<file path="src/rtl/interrupt_controller.sv">
// interrupt_controller: eight-source prioritised interrupt controller with a
// four-byte CPU register window (PENDING, ENABLE, CONTROL, STATUS) and a
// three-state request/service handshake towards the CPU.
//
// Build option: define INTERRUPT_CONTROLLER_EDGE_DETECT_EN to treat a 0->1
// transition of irq_in as the set event (held-high inputs set PENDING once).
// Without it, every cycle with irq_in[i]=1 is a set event.
module interrupt_controller #(
    parameter logic [7:0] INTERRUPT_CONTROLLER_ADDRESS = 8'h00
) (
    input  logic       clk,
    input  logic       rst,
    input  logic [7:0] din,
    input  logic [7:0] address,
    input  logic       w_en,
    input  logic       r_en,
    output logic [7:0] dout,
    input  logic [7:0] irq_in,
    input  logic       int_ack,
    input  logic       reti,
    output logic       irq,
    output logic [2:0] vector
);

    typedef enum logic [1:0] {
        StIdle    = 2'd0,
        StRequest = 2'd1,
        StService = 2'd2
    } state_e;

    localparam logic [1:0] RegPending = 2'd0;
    localparam logic [1:0] RegEnable  = 2'd1;
    localparam logic [1:0] RegControl = 2'd2;
    localparam logic [1:0] RegStatus  = 2'd3;

    // Register window decode
    logic [7:0] offset;
    logic       mapped;
    logic [1:0] reg_sel;
    logic       wr_pending;
    logic       wr_enable;
    logic       wr_control;

    // Architectural state
    logic [7:0] pending_q;
    logic [7:0] pending_d;
    logic [7:0] enable_q;
    logic       control_q;
    state_e     state_q;

    // Pending-bit update terms
    logic [7:0] set_event;
    logic [7:0] ack_mask;
    logic [7:0] clear_mask;
    logic       ack_fire;

    // Arbitration
    logic [7:0] active;
    logic       win_valid;
    logic [2:0] win_idx;
    logic       cancel;

    // Read path
    logic       in_service;
    logic [7:0] status;
    logic [7:0] rd_data;

    // Subtracting the base lets a window that straddles 8'hFF still decode.
    assign offset  = address - INTERRUPT_CONTROLLER_ADDRESS;
    assign mapped  = (offset[7:2] == 6'd0);
    assign reg_sel = offset[1:0];

    assign wr_pending = w_en && mapped && (reg_sel == RegPending);
    assign wr_enable  = w_en && mapped && (reg_sel == RegEnable);
    assign wr_control = w_en && mapped && (reg_sel == RegControl);

`ifdef INTERRUPT_CONTROLLER_EDGE_DETECT_EN
    logic [7:0] irq_hist_q;

    // Previous-cycle copy of irq_in for rising-edge detection
    always_ff @(posedge clk or negedge rst) begin
        if (!rst) begin
            irq_hist_q <= 8'h00;
        end else begin
            irq_hist_q <= irq_in;
        end
    end

    assign set_event = irq_in & ~irq_hist_q;
`else
    assign set_event = irq_in;
`endif

    // The acknowledge only clears a bit while a request is actually outstanding.
    assign ack_fire   = (state_q == StRequest) && int_ack;
    assign ack_mask   = ack_fire ? (8'h01 << vector) : 8'h00;
    assign clear_mask = (wr_pending ? din : 8'h00) | ack_mask;

    // Set is OR-ed in after clearing so a coincident set event always wins.
    assign pending_d = (pending_q & ~clear_mask) | set_event;

    assign active = pending_q & enable_q;

    // Fixed priority: the lowest active index wins
    always_comb begin
        win_valid = 1'b0;
        win_idx   = 3'd0;
        for (int i = 7; i >= 0; i--) begin
            if (active[i]) begin
                win_valid = 1'b1;
                win_idx   = 3'(i);
            end
        end
    end

    // An outstanding request is withdrawn if its source can no longer be serviced.
    assign cancel = !pending_q[vector] || !enable_q[vector] || !control_q;

    assign in_service = (state_q == StService);
    assign status     = {in_service, 4'b0000, vector};

    // Register read multiplexer
    always_comb begin
        rd_data = 8'h00;
        unique case (reg_sel)
            RegPending: rd_data = pending_q;
            RegEnable:  rd_data = enable_q;
            RegControl: rd_data = {7'b0000000, control_q};
            RegStatus:  rd_data = status;
            default:    rd_data = 8'h00;
        endcase
    end

    // PENDING register: source set events and CPU/acknowledge clears
    always_ff @(posedge clk or negedge rst) begin
        if (!rst) begin
            pending_q <= 8'h00;
        end else begin
            pending_q <= pending_d;
        end
    end

    // ENABLE and CONTROL registers written by the CPU
    always_ff @(posedge clk or negedge rst) begin
        if (!rst) begin
            enable_q  <= 8'h00;
            control_q <= 1'b0;
        end else begin
            if (wr_enable) begin
                enable_q <= din;
            end
            if (wr_control) begin
                control_q <= din[0];
            end
        end
    end

    // Registered read data: loads on a mapped read, zeroes on unmapped addresses
    always_ff @(posedge clk or negedge rst) begin
        if (!rst) begin
            dout <= 8'h00;
        end else if (!mapped) begin
            dout <= 8'h00;
        end else if (r_en) begin
            dout <= rd_data;
        end
    end

    // Request/service handshake FSM with registered irq and vector
    always_ff @(posedge clk or negedge rst) begin
        if (!rst) begin
            state_q <= StIdle;
            irq     <= 1'b0;
            vector  <= 3'd0;
        end else begin
            unique case (state_q)
                StIdle: begin
                    if (control_q && win_valid) begin
                        state_q <= StRequest;
                        irq     <= 1'b1;
                        vector  <= win_idx;
                    end
                end
                StRequest: begin
                    // Priority is frozen here; later arrivals wait for the next idle.
                    if (int_ack) begin
                        state_q <= StService;
                        irq     <= 1'b0;
                    end else if (cancel) begin
                        state_q <= StIdle;
                        irq     <= 1'b0;
                    end
                end
                StService: begin
                    if (reti) begin
                        state_q <= StIdle;
                    end
                end
                default: begin
                    state_q <= StIdle;
                    irq     <= 1'b0;
                end
            endcase
        end
    end

endmodule

</file>
<file path="config.mk">
export PLATFORM = sky130hd
export DESIGN_NAME = interrupt_controller
export DESIGN_NICKNAME = d
export VERILOG_FILES = /design/src/rtl/interrupt_controller.sv
export SDC_FILE = /design/constraint.sdc
export NUM_CORES = 1
export LEC_CHECK = 0
export ABC_AREA = 1
export ABC_CLOCK_PERIOD_IN_PS = 2000
export CAP_MARGIN = 30
export CORE_MARGIN = 2
export CORE_UTILIZATION = 53
export DETAILED_ROUTE_END_ITERATION = 10
export HOLD_SLACK_MARGIN = 0.02
export PLACE_DENSITY = 0.91
export SLEW_MARGIN = 40
export SYNTH_ARGS = -nofsm -noshare
export SYNTH_HDL_FRONTEND = slang
export SYNTH_SLANG_ARGS = --single-unit
</file>
<file path="constraint.sdc">
create_clock -name clk -period 2 [get_ports clk]
set_input_delay 0.5 -clock clk [delete_from_list [all_inputs] [get_ports clk]]
set_output_delay 0.5 -clock clk [all_outputs]
set_load 0.05 [all_outputs]
</file>
Word level (Yosys, flattened, before mapping) --
Cells that the tools add are included.
Cells by class: add/subtract/negate cells 0, multipliers 0, divide/modulo/power cells 0, order comparisons 1, equality and inequality tests 9, shift operators 1, muxes and demuxes 34, bitwise logic cells 6, reduce and logical (&&, ||, !) cells 17
Operator list (count):
- 2-to-1 mux 8 bit | 4
- case mux 8 bit (4 select lines) | 1
- 2-to-1 mux 3 bit | 8
- bitwise AND 8 bit | 2
- OR 8 bit | 2
- 2-to-1 mux 1 bit | 13
- 2-to-1 mux 2 bit | 4
- inverter 8 bit | 1
- << shifter 1 x 3 -> 8 bit, first input constant | 1
- binary-select mux 1 bit (select 3 bit) | 2
- equality test 2 bit, second input constant | 3
- logical AND 1 bit | 6
- logical NOT 6 bit | 1
- != test 2 bit, second input constant | 3
- case mux 2 bit (3 select lines) | 1
- AND reduction 3 bit | 2
- equality test 2 x 1 -> 1 bit, second input constant | 2
- logical NOT 2 bit | 2
- < comparator 3 x 4 -> 1 bit, second input constant | 1
- logical NOT 1 bit | 3
- != test 3 bit, second input constant | 1
- case mux 1 bit (3 select lines) | 1
- logical OR 1 bit | 2
- AND reduction 2 bit | 1
- inverter 1 bit | 1
Storage, ports and cells: register bits 31, latch bits 0, RAM bits 0, bits in read-only memories 0, input bits 30, output and inout bits 12, logic and storage cells 75, memories kept 0

Depth between registers and ports, before layout --
depth in word-level cells 12, depth in mapped cells 12, depth with buffers taken out 11

Worst setup path after synthesis --
Ideal clock, no wire load.
kind input to register, start input port address[5], end register pending_q[5], setup time 0.117 ns, arrival time 1.560 ns, required time 1.883 ns, setup slack 0.323 ns, cell stages on the path 6, buffers on the path 1, cells stage by stage or2_4 nor4_4 buf_2 nand4_1 nand2_1 nand2_1
On the way: word-level cells in the longest chain between the ends 8
Ends and longest elaborated chain:
- start, declared | line 14 | input logic [7:0] address,
- logical NOT 6 bit | line 70 | assign mapped = (offset[7:2] == 6'd0);
- logical AND 1 bit (2 in series) | line 73 | assign wr_pending = w_en && mapped && (reg_sel == RegPending);
- 2-to-1 mux 8 bit | line 97 | assign clear_mask = (wr_pending ? din : 8'h00) | ack_mask;
- OR 8 bit | line 97
- inverter 8 bit | line 100 | assign pending_d = (pending_q & ~clear_mask) | set_event;
- bitwise AND 8 bit | line 100
- OR 8 bit | line 100
- via pending_d[5] | line 46 | logic [7:0] pending_d;
- end signal, assigned | line 139 | pending_q <= pending_d;
- end, declared | line 45 | logic [7:0] pending_q;
The timed path passes the listed nets, and every way through them passes these cells. A chain may end at the register's enable or synchronous reset.

Final worst setup path --
start register dout[1], end output port dout[1]
RTL lines:
- start, declared | line 17 | output logic [7:0] dout,
- start signal, assigned | line 165 | dout <= rd_data;
No word-level cell between the ends.

==> results by group <==
Clock network
  • CTS root buf: clkbuf_4
  • Post-CTS sizing: 5
  • Clock transition at path regs: 0.09 ns
  • Clk_lat worst skew: 0.34 ns
  • CTS H-tree depth: 2
  • CTS buffer count: 5
  • CTS Hold Bufs: 0
  • Clk buf depth: 2
  • Setup bufs post-CTS: 0
  • Clock Sinks: 31
  • TritonCTS clock tree: built

Critical path
  • CP max-delay cell: dlygate4sd2_1
  • Arrival @ worst endpoint: 1.23 ns
  • CP Launch Type: flip-flop
  • Req. time, crit path: 1.50 ns
  • Worst Path Max Fanout: 2
  • Critical path class: reg -> out
  • Worst-path cell chain: dlygate4sd2_1
  • Buf/Inv on CP: 1
  • Setup crit end kind: primary output
  • Top delay family on crit path: buffers and inverters
  • CP peak stage delay: 0.53 ns

Die
  • Die area: 3894 sq um
  • Core ar.: 3311 sq um
  • DIE HEIGHT: 62.41 um
  • Row cnt: 21
  • Die width: 62.41 um
  • Initial Util: 54.61%
  • # IOs: 42

Timing
  • F_max: 0.5787 GHz
  • Final Hold Viols: 0
  • Fin. max-slew vios: 0
  • Skew final: 0.003489 ns
  • Final setup violation count: 0
  • RSZ-0062 raised after global routing: false
  • Slew HR: 66.65%
  • Period utilization: 86.41%
  • Fin crit period: 1.728 ns
  • Worst-Margin Slew: 0.4995 ns

Global routing
  • Largest net degree at the start of global routing: 32
  • Total grt overflow: 0
  • Tot GR Track Use: 24.79%
  • Via count of the first global-routing pass: 1,741
  • Initial antenna violation count: 0
  • First-pass GRT wire length: 7590 um

Power and ir drop
  • Peak VDD IR: 0.6017 mV
  • PwrDens: 674.4 nW/um^2
  • Leak pwr: 1.322 nW

Detailed routing
  • Detail-routed net length per standard cell: 12.67 um
  • First-pass DRT Iterations: 5
  • DRT iter0 DRCs: 167
  • Drt total wl: 4535 um
  • DR vias/cell: 5.307
  • Antenna Violating Nets Remaining: 0
  • Via count: 1,900
  • DRC viols: 0

Layout
  • Commonest non-fill, non-tap cells in the layout: nand2_1 (107), inv_1 (37), dfrtp_1 (31)
  • Commonest non-fill, non-tap cell in the layout: nand2_1
  • Synthesis-to-finish area growth: 31.35%
  • Share of layout cells above drive strength 1: 8.654%
  • Final Non-Filler Cells: 358
  • Final Core Density: 71.73%
  • Layout Nets: 342
  • Diodes inserted: 0

Placement
  • GPL Wtd Cong: 0.9026
  • Dpl hpwl: 3472 um
  • Placed cell count: 351
  • Input/output buffers: 41

Synthesis
  • Post-synth cell types: 28
  • Syn Nets: 290
  • Yosys top cell by area: dfrtp_1
  • Synth Warn #: 0
  • Synth top area cells: dfrtp_1 (43%), nand2_1 (22%), inv_1 (7.7%), nand3_1 (3.9%), o21ai_0 (3.6%)
  • Post-synthesis sequential area ratio: 42.91%
  • Syn Area/Cell: 6.954 sq um
  • Synthesized instance count: 260
  • Synthesis-stage register bit count: 31
  • Synth top area share: 42.91%
  • Mapped Area: 1808 sq um

Min path
  • Tightest Hold Check Type: reg -> reg

Flow run
  • Maxcap violations: 0

Outcome
  • Status: completed
per-stage QoR:
step | TNS [ns] | hold slack, ns | cell area [sq um] | total power, W | setup slack (ns)
after floorplan | 0 | 0.2044 | 1808 | 0.001019 | 0.3231
after global placement | 0 | 0.4576 | 2320 | 0.001230 | 0.02824
after detailed placement | -0.01991 | 0.4742 | 2320 | 0.001242 | -0.01031
after CTS | 0 | 0.4966 | 2370 | 0.001608 | 0.0001072
after global routing | 0 | 0.5591 | 2375 | 0.001716 | 0.2134
final | 0 | 0.4904 | 2375 | 0.001602 | 0.2719
cells in the mapped netlist, drive strengths merged:
library cell  instances
nand2               107
inv                  37
dfrtp                31
o21ai                19
nand3                15
nor2                 10
nand4                 9
a21oi                 6
a31oi                 5
buf                   3
clkbuf                3
clkinv                2
nor4                  2
o211ai                2
o22ai                 2
a21boi                1
nand3b                1
nor3                  1
nor3b                 1
o221ai                1
o31ai                 1
or2                   1
per-layer routing:
layer | track usage (%) | part of all wire, %
met1 | 30.60 | 42
met2 | 40.99 | 48
met3 | 7.027 | 7.4
met4 | 10.00 | 2.5
met5 | 0 | 0
cells by family after synthesis:
kind of cell    share of synthesized area, %
compound gates                         11.90
buf+inv                                9.826
simple gates                           35.36
flops                                  42.91
path summary, 6_finish.rpt:
kind | from | to | slack (ns) | cells after the start
worst max-delay path | dout[1] | dout[1] | 0.27 | 1
worst min-delay path | irq | irq | 0.49 | 2
worst max register to register | vector[0] | irq | 0.55 | 11
worst min register to register | irq | irq | 0.49 | 2
max in group asynchronous | rst | enable_q[1] | 1.18 | 2
min in group asynchronous | rst | dout[5] | 0.54 | 2
where the power goes:
| part | leakage (nW) | switching (W) | internal (W) |
|---|---|---|---|
| sequential | 0.377 | 0.0000254 | 0.000660 |
| clock | 0.0341 | 0.000206 | 0.000162 |
| combinational | 0.911 | 0.000334 | 0.000213 |
| total | 1.32 | 0.000566 | 0.00104 |
sequential cells by signal, indices dropped and copies added (netlist names):
signal	cells
control_q	1
enable_q	8
vector	3
irq	1
pending_q	8
dout	8
state_q	2
area by class of cell:
class	instances	area, sq um
Clock buffer	6	51.30
Clock inverter	1	5.005
Fill cell	292	935.9
Inverter	39	146.4
Multi-Input combinational cell	184	854.6
Sequential cell	31	775.7
Tap cell	46	57.56
Timing Repair Buffer	51	484.2
No activity file was read; power rests on OpenSTA's default activity.
